--- src/rtl/vend_dispense_arbiter.sv ---
// Round-robin arbiter that shares one drink dispenser and one coin-return hopper between two panels.
// Define VEND_STATS_EN to add saturating per-drink successful-vend counters.
module vend_dispense_arbiter #(
    parameter int MOTOR_CYCLES = 8,
    parameter int DROP_TIMEOUT = 64,
    parameter int CNT_W        = 7
) (
    input  logic        clk,
    input  logic        rst,
    input  logic [1:0]  req_i,
    input  logic        drink_type0_i,
    input  logic        drink_type1_i,
    input  logic [1:0]  change0_i,
    input  logic [1:0]  change1_i,
    input  logic        drop_ok_i,
    input  logic        coin_ack_i,
    output logic [1:0]  gnt_o,
    output logic [1:0]  done_o,
    output logic        err_o,
    output logic        motor_coke_o,
    output logic        motor_sprite_o,
    output logic        coin_out_o,
`ifdef VEND_STATS_EN
    output logic [15:0] cnt_coke_o,
    output logic [15:0] cnt_sprite_o,
`endif
    output logic        busy_o
);

    typedef enum logic [2:0] {IDLE, GRANT, MOTOR, WAIT_DROP, PAYOUT, GAP, DONE} state_e;

    localparam logic [CNT_W-1:0] MOTOR_LAST = CNT_W'(MOTOR_CYCLES - 1);
    localparam logic [CNT_W-1:0] DROP_LAST  = CNT_W'(DROP_TIMEOUT - 1);

    state_e            state_q, state_d;
    logic              sel_q, sel_d;
    logic              drink_q, drink_d;
    logic [1:0]        changeLeft_q, changeLeft_d;
    logic              errLatched_q, errLatched_d;
    logic              lastServed_q, lastServed_d;
    logic [CNT_W-1:0]  cnt_q, cnt_d;

    logic [1:0]        gnt_d, done_d;
    logic              err_d, motorCoke_d, motorSprite_d, coinOut_d, busy_d;

    always_ff @(posedge clk or negedge rst) begin
        if (!rst) begin
            state_q        <= IDLE;
            sel_q          <= 1'b0;
            drink_q        <= 1'b0;
            changeLeft_q   <= 2'd0;
            errLatched_q   <= 1'b0;
            lastServed_q   <= 1'b1;
            cnt_q          <= '0;
            gnt_o          <= 2'b00;
            done_o         <= 2'b00;
            err_o          <= 1'b0;
            motor_coke_o   <= 1'b0;
            motor_sprite_o <= 1'b0;
            coin_out_o     <= 1'b0;
            busy_o         <= 1'b0;
        end else begin
            state_q        <= state_d;
            sel_q          <= sel_d;
            drink_q        <= drink_d;
            changeLeft_q   <= changeLeft_d;
            errLatched_q   <= errLatched_d;
            lastServed_q   <= lastServed_d;
            cnt_q          <= cnt_d;
            gnt_o          <= gnt_d;
            done_o         <= done_d;
            err_o          <= err_d;
            motor_coke_o   <= motorCoke_d;
            motor_sprite_o <= motorSprite_d;
            coin_out_o     <= coinOut_d;
            busy_o         <= busy_d;
        end
    end

    // On a tie the panel that was not served last wins.
    always_comb begin
        state_d      = state_q;
        sel_d        = sel_q;
        drink_d      = drink_q;
        changeLeft_d = changeLeft_q;
        errLatched_d = errLatched_q;
        lastServed_d = lastServed_q;
        cnt_d        = cnt_q;
        unique case (state_q)
            IDLE: begin
                if (|req_i) begin
                    sel_d        = (req_i == 2'b11) ? ~lastServed_q : req_i[1];
                    drink_d      = sel_d ? drink_type1_i : drink_type0_i;
                    changeLeft_d = sel_d ? change1_i : change0_i;
                    errLatched_d = 1'b0;
                    state_d      = GRANT;
                end
            end
            GRANT: begin
                cnt_d   = '0;
                state_d = MOTOR;
            end
            MOTOR: begin
                if (cnt_q == MOTOR_LAST) begin
                    cnt_d   = '0;
                    state_d = WAIT_DROP;
                end else begin
                    cnt_d = cnt_q + CNT_W'(1);
                end
            end
            WAIT_DROP: begin
                if (drop_ok_i || (cnt_q == DROP_LAST)) begin
                    if (!drop_ok_i) begin
                        errLatched_d = 1'b1;
                    end
                    state_d = (changeLeft_q != 2'd0) ? PAYOUT : DONE;
                end else begin
                    cnt_d = cnt_q + CNT_W'(1);
                end
            end
            PAYOUT: begin
                if (coin_ack_i) begin
                    changeLeft_d = changeLeft_q - 2'd1;
                    state_d      = (changeLeft_q > 2'd1) ? GAP : DONE;
                end
            end
            GAP: state_d = PAYOUT;
            DONE: begin
                lastServed_d = sel_q;
                errLatched_d = 1'b0;
                state_d      = IDLE;
            end
            default: state_d = IDLE;
        endcase
    end

    // Outputs are decoded from the next state so they register in step with it.
    always_comb begin
        gnt_d         = 2'b00;
        done_d        = 2'b00;
        err_d         = 1'b0;
        motorCoke_d   = 1'b0;
        motorSprite_d = 1'b0;
        coinOut_d     = 1'b0;
        busy_d        = (state_d != IDLE);
        case (state_d)
            GRANT:  gnt_d[sel_d] = 1'b1;
            MOTOR: begin
                motorCoke_d   = ~drink_d;
                motorSprite_d = drink_d;
            end
            PAYOUT: coinOut_d = 1'b1;
            DONE: begin
                done_d[sel_d] = 1'b1;
                err_d         = errLatched_d;
            end
            default: ;
        endcase
    end

`ifdef VEND_STATS_EN
    always_ff @(posedge clk or negedge rst) begin
        if (!rst) begin
            cnt_coke_o   <= 16'd0;
            cnt_sprite_o <= 16'd0;
        end else if ((state_q == DONE) && !errLatched_q) begin
            if (!drink_q && (cnt_coke_o != 16'hFFFF)) begin
                cnt_coke_o <= cnt_coke_o + 16'd1;
            end
            if (drink_q && (cnt_sprite_o != 16'hFFFF)) begin
                cnt_sprite_o <= cnt_sprite_o + 16'd1;
            end
        end
    end
`endif

endmodule

--- config.mk ---
export PLATFORM = sky130hd
export DESIGN_NAME = vend_dispense_arbiter
export DESIGN_NICKNAME = d
export VERILOG_FILES = /design/src/rtl/vend_dispense_arbiter.sv
export SDC_FILE = /design/constraint.sdc
export NUM_CORES = 1
export LEC_CHECK = 0
export CAP_MARGIN = 10
export CORE_MARGIN = 3
export CORE_UTILIZATION = 51
export DETAILED_ROUTE_END_ITERATION = 7
export PLACE_DENSITY = 0.81
export SYNTH_ARGS = -nofsm -noshare
export SYNTH_HDL_FRONTEND = slang
export SYNTH_SLANG_ARGS = --single-unit
--- constraint.sdc ---
create_clock -name clk -period 2.5 [get_ports clk]
set_input_delay 0.5 -clock clk [delete_from_list [all_inputs] [get_ports clk]]
set_output_delay 0.5 -clock clk [all_outputs]
set_load 0.01 [all_outputs]
Word level (Yosys, flattened, before mapping) --
Cells that the tools add are included.
Storage, ports and cells: flip-flop bits (word level) 25, latch bits 0, RAM bits 0, ROM bits 0, input port bits 12, output and inout port bits 9, word-level logic and storage cells 79, memories 0
Cells by class: add/subtract/negate cells 2, multipliers 0, div/mod/pow operators 0, magnitude comparators 3, equality and inequality tests 16, shift-type cells 0, multiplexer cells 32, bitwise logic cells 2, reductions and logical operators 10
Operators by type and width (count):
- $pmux 7 s3 | 1
- $pmux 3 s6 | 1
- $eq 3x3->1 const B | 5
- $mux 1 | 14
- $mux 2 | 7
- $mux 7 | 2
- $mux 3 | 4
- $eq 3x2->1 const B | 3
- $add 7x1->7 const B | 1
- $eq 7x3->1 const B | 1
- $eq 7x6->1 const B | 1
- $eq 3x1->1 const B | 2
- $ne 2x2->1 const B | 3
- $reduce_bool 3->1 | 2
- $pmux 2 s2 | 1
- $reduce_bool 2->1 | 2
- $logic_not 3->1 | 1
- $pmux 1 s3 | 1
- $reduce_and 3->1 | 1
- $eq 2x2->1 const B | 1
- $gt 2x1->1 const B | 1
- $lt 1x2->1 const B | 1
- $not 1->1 | 2
- $reduce_and 2->1 | 1
- 6 further kinds | 6

Logic depth before layout (Yosys ltp) --
Gate-level depths: netlist (run 1).
depth after elaboration 9, mapped depth 7, depth with buffers taken out 7

Worst setup path after synthesis (run 1) --
OpenSTA, ideal clock, no wires.
path type reg-to-reg, from register cnt_q[0], to register busy_o, library setup time 131 ps, arrival 1772 ps, data required time 2369 ps, path slack 597 ps, cell stages (with the launch flop) 6, path buffers 0, period minus slack after synthesis 1903 ps, path through dfrtp_1 -> ha_1 -> nand3_2 -> or3_4 -> a221o_1 -> or3_1
On the way: longest elaborated chain between the ends 5, elaborated cells on any way between the ends 7, those cells by class eq/ne (2); mux (3); reduce/logical (2)
RTL lines:
- from (decl) | line 41 | logic [CNT_W-1:0] cnt_q, cnt_d;
- from (signal assigned) | line 69 | cnt_q <= cnt_d;
- $eq 7x6->1 | line 112 | if (drop_ok_i || (cnt_q == DROP_LAST)) begin
- $logic_or 1x1->1 | line 112
- $mux 3 | line 112
- $pmux 3 s6 * | line 89 | unique case (state_q)
- named net state_d[1] | line 35 | state_e state_q, state_d;
- $reduce_bool 3->1 * | line 145 | busy_d = (state_d != IDLE);
- named net busy_d | line 44 | logic err_d, motorCoke_d, motorSprite_d, coinOut_d, busy_d;
- to (signal assigned) | line 76 | busy_o <= busy_d;
- to (decl) | line 27 | output logic busy_o
The timed path passes the listed nets; every way through them passes the cells marked *. A chain may end at the register's enable or synchronous reset.

Final worst setup path (run 1) --
from register cnt_q[0], to register cnt_q[0]
On the way: longest elaborated chain between the ends 4, elaborated cells on any way between the ends 9, those cells by class add/sub (1); eq/ne (3); mux (3); reduce/logical (2)
RTL lines:
- branches (longest 4 deep; another with $add 7x1->7)
Parallel ways; which one is timed is not known. The select of a mux whose other input is x is not followed.

==> flow_metrics.env, run 1 <==
export IMPL_synthesis_yosys_warnings=0
export IMPL_max_capacitance_violation_total=0
export IMPL_report_final_slew_viol_count=0
export IMPL_crit_required_ps=2700
export IMPL_post_route_min_period_ps=2070
export IMPL_synth_largest_type_area_fraction=0.487
export IMPL_post_synth_xor_area_fraction=0
export IMPL_fin_worst_hold_slack_ps=505
export IMPL_synth_compound_area_frac=0.134
export IMPL_synth_top_family_by_area="simple AND/OR/NAND/NOR gates"
export IMPL_first_pass_grt_wire_length_um=4390
export IMPL_post_dp_hpwl_um=1920
export IMPL_timing_critical_path_cells="ha_1 > nand3_2 > o31a_2 > o21ai_1 > or2_2 > o21ai_0"
export IMPL_gr_total_overflow=0
export IMPL_timing_hold_worst_class="flop to flop"
export IMPL_final_setup_skew_ps=10.9
export IMPL_fp_dieH_um=55.2
export IMPL_synth_avg_cell_area_um2=9.70
export IMPL_finalCoreUtilization=0.651
export IMPL_io_pins=21
export IMPL_synth_cell_types=36
export IMPL_cellPowerDensity_nw_per_um2=1040
export IMPL_critical_path_arrival_ps=2270
export IMPL_track_usage=0.202
export IMPL_via_count_of_the_first_global_routing_pass=1015
export IMPL_combined_area_of_the_multi_input_logic_cells_um2=546
export IMPL_finalCritPeriodShare=0.828
export IMPL_setup_violations_final=0
export IMPL_pre_cts_slack_ps=94.4
export IMPL_detail_route_first_pass_iterations=4
export IMPL_cts_htree_levels=1
export IMPL_crit_type="flop to flop"
export IMPL_seq_area_frac_synth=0.509
export IMPL_setup_repair_after_global_routing_missed_its_margin="no"
export IMPL_critical_path_endpoint_type="flop"
export IMPL_p_leak_uw=0.000652
export IMPL_routabilityCongestion=0.771
export IMPL_synth_net_count=142
export IMPL_die_area_um2=3040
export IMPL_layout_commonest_cell="dfrtp_1"
export IMPL_ys_seq_elements=25
export IMPL_worst_slew_margin_rel=0.590
export IMPL_final_worst_slack_ps=430
export IMPL_design_core_area_um2=2250
export IMPL_cts_tree="done"
export IMPL_mostFrequentLayoutCells="dfrtp_1 (24), clkdlybuf4s50_1 (20), nor2_1 (13)"
export IMPL_mean_routed_wirelength_per_cell_um=14.3
export IMPL_detail_route_vias_per_cell=5.81
export IMPL_drt_antenna_violating_nets=0
export IMPL_clock_sink_count=25
export IMPL_cts_made_buffers=3
export IMPL_synthesis_instances=127
export IMPL_hold_buffers=0
export IMPL_yosysTopAreaCell="dfrtp_1"
export IMPL_worst_setup_path_start_kind="flop"
export IMPL_final_hold_viol_count=0
export IMPL_crit_reg2reg_launch="cnt_q[0]$_DFFE_PN0P_"
export IMPL_maximum_number_of_pins_on_one_net_before_global_route_repair=26
export IMPL_area_sequential_um2=627
export IMPL_numPortBuffers=20
export IMPL_route_final_wire_length_um=2510
export IMPL_post_synth_fa_ha_maj_area_fraction=0.0305
export IMPL_synthToLayoutAreaGrowth_pct=19.2
export IMPL_critPathLaunch="cnt_q[0]$_DFFE_PN0P_"
export IMPL_antenna_cells=0
export IMPL_post_synth_and_or_nand_nor_area_fraction=0.245
export IMPL_totalNegativeSetupSlack_ps=0
export IMPL_syn_area_um2=1230
export IMPL_drt_drc_violations_left=0
export IMPL_clk_pin_slew_worst_paths_ps=120
export IMPL_share_of_synthesized_area_spent_on_multiplexers=0.0335
export IMPL_clkLatencyLatePin_ps=320
export IMPL_vdd_drop_max_uv=628
export IMPL_status="finished clean"
export IMPL_hp_start="changeLeft_q[0]$_DFFE_PN0P_"
export IMPL_top_post_synthesis_cells_by_area="dfrtp_1 (49%), o21ai_0 (4.1%), nor2_1 (4.0%), nand2_1 (3.7%), ha_1 (3.0%)"
export IMPL_critical_path_slowest_cell="o21ai_1"
export IMPL_worstMarginPinSlew_ps=609
export IMPL_drive_gt1_frac=0.0878
export IMPL_fillCellCount=203
export IMPL_die_w_um=55.2
export IMPL_antenna_violations_before_repair=0
export IMPL_post_cts_setup_buffer_count=0
export IMPL_clock_path_buffers=2
export IMPL_dr_total_vias=1022
export IMPL_cts_root_buffer="clkbuf_4"
export IMPL_layout_nets=164
export IMPL_fmaxAchievable_mhz=483
export IMPL_timing_critical_path_fanout_max=11
export IMPL_core_rowCount=17
export IMPL_critical_path_max_stage_delay_ps=480
export IMPL_initial_utilization=0.547
export IMPL_drt_iter0_drc=14
## worst paths after layout
kind	endpoint	slack [ps]	depth (start not counted)
max	cnt_q[0]$_DFFE_PN0P_	430	6
min	changeLeft_q[0]$_DFFE_PN0P_	510	1
max reg2reg	cnt_q[0]$_DFFE_PN0P_	430	6
min reg2reg	changeLeft_q[0]$_DFFE_PN0P_	510	1
max in group asynchronous	lastServed_q$_DFFE_PN1N_	1680	2
min in group asynchronous	busy_o$_DFF_PN0_	520	2
## kinds of logic after synthesis
logic type                 Yosys count
AOI/OAI and AO/OA                   27
DFF                                 25
buffers and inverters               11
adders and majority gates            3
and+or+nand+nor                     57
muxes                                4
## critical path, delay by kind of cell, from the launching register on
| kind | cells | cell delay [ps] |
|---|---|---|
| simple gates | 2 | 380 |
| flops | 1 | 410 |
| compound gates | 3 | 920 |
| fa+ha+maj | 1 | 260 |
## metal layers
layer  routed length (um)  part of all wire  global-route usage
met5                    0                 0                   0
met1                 1110              0.44               0.261
met4                    0                 0              0.0688
met3                  122             0.049              0.0349
met2                 1280              0.51               0.341
## state kept, by name, indices dropped and copies added, names as in the netlist, 2 cells and up
| name | flops |
|---|---|
| state_q | 3 |
| cnt_q | 7 |
| changeLeft_q | 2 |
| done_o | 2 |
| gnt_o | 2 |
## synthesized netlist by cell type
| master | number |
|---|---|
| nand4bb_1 | 1 |
| or4_1 | 1 |
| nor3_1 | 6 |
| dfrtp_1 | 24 |
| a221o_1 | 1 |
| o31ai_1 | 4 |
| or3_4 | 1 |
| clkbuf_1 | 1 |
| mux2_2 | 1 |
| nor2_1 | 13 |
| o31a_2 | 1 |
| or4_2 | 1 |
| and2_1 | 1 |
| buf_6 | 2 |
| or3_1 | 1 |
| mux2i_1 | 3 |
| nand3_2 | 1 |
| dfstp_2 | 1 |
| o21ai_0 | 10 |
| or2_2 | 1 |
| and3_2 | 1 |
| nand2b_1 | 1 |
| nor2b_1 | 4 |
| buf_4 | 1 |
| inv_1 | 7 |
| nand3_1 | 7 |
| a21oi_1 | 5 |
| a21boi_1 | 1 |
| o21a_1 | 1 |
| ha_1 | 3 |
| nand3b_1 | 4 |
| o22ai_1 | 2 |
| nor4_1 | 1 |
| o21ai_1 | 1 |
| nand2_1 | 12 |
| a21o_1 | 1 |
## timing repair
action	CTS	global route
endpoints found under the hold margin	0	0
gates resized for setup	0	1
endpoints found under the setup margin	0	5
## stage by stage
step,std cells,area [um2],power (uW)
detailed placement,172,1440,1360
CTS,176,1470,1540
global route,176,1470,1670
finish,176,1470,1530
global placement,172,1440,1310
floorplan,127,1230,1150
## cell type report
cell class	instances	area share
sequential	25	0.427
multi-input combinational	91	0.371
timing repair buffer	21	0.141
tap	28	0.0239
inverter	7	0.0179
clock buffer	3	0.0153
clock inverter	1	0.00341
## power breakdown
part           switching (uW)  internal [uW]
clock network             116           59.8
registers                 133            543
logic                     381            294
total                     631            897
Power figures use the tool's default switching activity.
==> run 2: changes to the inputs <==
==> constraint.sdc (replaced) <==
create_clock -name clk -period 2.2 [get_ports clk]
set_input_delay 0.44 -clock clk [delete_from_list [all_inputs] [get_ports clk]]
set_output_delay 0.44 -clock clk [all_outputs]
set_load 0.01 [all_outputs]
==> run 2 against run 1 <==
Largest cell class unchanged. Global-route usage grew 0.26 points. Fmax grew 1.4%. Clock power grew 16%. Critical path depth shrank 1. Critical endpoint is now busy_o$_DFF_PN0_. Worst setup slack lost 270 ps. Via count grew 1.4%. Die area is the same. Sequential power grew 13%.
==> flow_metrics.env, run 2 (synthesis results as in run 1) <==
export IMPL_fp_dieH_um=55.2
export IMPL_status="finished clean"
export IMPL_drive_gt1_frac=0.118
export IMPL_numPortBuffers=20
export IMPL_drt_antenna_violating_nets=0
export IMPL_die_area_um2=3040
export IMPL_first_pass_grt_wire_length_um=4370
export IMPL_antenna_cells=0
export IMPL_maximum_number_of_pins_on_one_net_before_global_route_repair=26
export IMPL_post_cts_setup_buffer_count=0
export IMPL_routabilityCongestion=0.810
export IMPL_layout_nets=169
export IMPL_worst_setup_path_start_kind="flop"
export IMPL_report_final_slew_viol_count=0
export IMPL_final_worst_slack_ps=159
export IMPL_combined_area_of_the_multi_input_logic_cells_um2=546
export IMPL_gr_total_overflow=0
export IMPL_pre_cts_slack_ps=102
export IMPL_route_final_wire_length_um=2560
export IMPL_mostFrequentLayoutCells="dfrtp_1 (24), clkdlybuf4s50_1 (20), nor2_1 (13)"
export IMPL_drt_iter0_drc=26
export IMPL_die_w_um=55.2
export IMPL_max_flop_register="cnt_q"
export IMPL_worst_slew_margin_rel=0.724
export IMPL_post_route_min_period_ps=2040
export IMPL_finalCoreUtilization=0.668
export IMPL_area_sequential_um2=627
export IMPL_largest_register_ffs=7
export IMPL_core_rowCount=17
export IMPL_p_leak_uw=0.000676
export IMPL_finalCritPeriodShare=0.928
export IMPL_final_setup_skew_ps=11.6
export IMPL_final_hold_viol_count=0
export IMPL_setup_repair_after_global_routing_missed_its_margin="no"
export IMPL_post_dp_hpwl_um=2040
export IMPL_fmaxAchievable_mhz=490
export IMPL_via_count_of_the_first_global_routing_pass=993
export IMPL_dr_total_vias=1036
export IMPL_timing_critical_path_fanout_max=5
export IMPL_timing_hold_worst_class="input port to async pin"
export IMPL_crit_required_ps=2420
export IMPL_antenna_violations_before_repair=0
export IMPL_detail_route_vias_per_cell=5.72
export IMPL_cts_made_buffers=3
export IMPL_track_usage=0.205
export IMPL_cts_root_buffer="clkbuf_4"
export IMPL_design_core_area_um2=2250
export IMPL_totalNegativeSetupSlack_ps=0
export IMPL_cts_resized=0
export IMPL_fillCellCount=201
export IMPL_clk_pin_slew_worst_paths_ps=140
export IMPL_setup_violations_final=0
export IMPL_synthToLayoutAreaGrowth_pct=22.2
export IMPL_vdd_drop_max_uv=802
export IMPL_layout_commonest_cell="dfrtp_1"
export IMPL_critical_path_arrival_ps=2260
export IMPL_critical_path_endpoint_type="flop"
export IMPL_clkLatencyLatePin_ps=320
export IMPL_cellPowerDensity_nw_per_um2=1200
export IMPL_hold_buffers=0
export IMPL_initial_utilization=0.547
export IMPL_drt_drc_violations_left=0
export IMPL_clock_path_buffers=2
export IMPL_io_pins=21
export IMPL_detail_route_first_pass_iterations=4
export IMPL_worstMarginPinSlew_ps=411
export IMPL_biggestRegsByFlops="cnt_q x7, state_q x3"
export IMPL_postLayoutCellArea_um2=1510
export IMPL_clock_sink_count=25
export IMPL_max_capacitance_violation_total=0
export IMPL_crit_type="flop to flop"
export IMPL_cts_tree="done"
export IMPL_placed_area_um2=1480
export IMPL_post_layout_total_power_uw=1810
export IMPL_mean_routed_wirelength_per_cell_um=14.2
export IMPL_cts_htree_levels=1
[run 2: cell count changes in the layout (fill, tap and decap cells not counted), sizes merged]
cell and change:
buf +5
[run 2: final cells by class]
class,instances,area share
clock inverters,1,0.00332
flip-flops and latches,25,0.416
well taps,28,0.0233
repair buffers,26,0.163
clock buffers,3,0.0150
multi-input cells,91,0.362
inverters,7,0.0174
[run 2: power breakdown]
part | switching [uW] | total, uW | internal, uW | leakage [uW]
logic | 445 | 839 | 394 | 0.000335
registers | 149 | 766 | 617 | 0.000323
clock network | 137 | 205 | 68.1 | 0.0000177
total | 730 | 1810 | 1080 | 0.000676
[run 2: routing by layer]
| metal | global-route usage | vias to the layer above | wire [um] |
|---|---|---|---|
| li1 | - | 500 | - |
| met1 | 0.242 | 496 | 1060 |
| met2 | 0.352 | 31 | 1290 |
| met3 | 0.0349 | 9 | 141 |
| met4 | 0.109 | 0 | 78 |
| met5 | 0 | - | 0 |
[run 2: path summary, 6_finish.rpt]
check                                startpoint  depth (start not counted)                        to  slack [ps]
max                        cnt_q[0]$_DFFE_PN0P_                          5          busy_o$_DFF_PN0_         160
min                                         rst                          2      state_q[0]$_DFF_PN0_         460
max reg2reg                cnt_q[0]$_DFFE_PN0P_                          5          busy_o$_DFF_PN0_         160
min reg2reg                cnt_q[5]$_DFFE_PN0P_                          1      cnt_q[5]$_DFFE_PN0P_         520
max in group asynchronous                   rst                          2  lastServed_q$_DFFE_PN1N_        1450
min in group clk           cnt_q[5]$_DFFE_PN0P_                          1      cnt_q[5]$_DFFE_PN0P_         520
[run 2: stage by stage]
step                std cells  hold slack, ps
floorplan                 127             144
global placement          177             488
detailed placement        177             504
CTS                       181             476
global route              181             483
finish                    181             460
[run 2: worst max-delay path: stages (launching register included)]
cell and delay [ps]:
dfrtp_1 420, ha_1 250, nand3_2 150, or3_4 420, a221o_1 370, or3_1 350
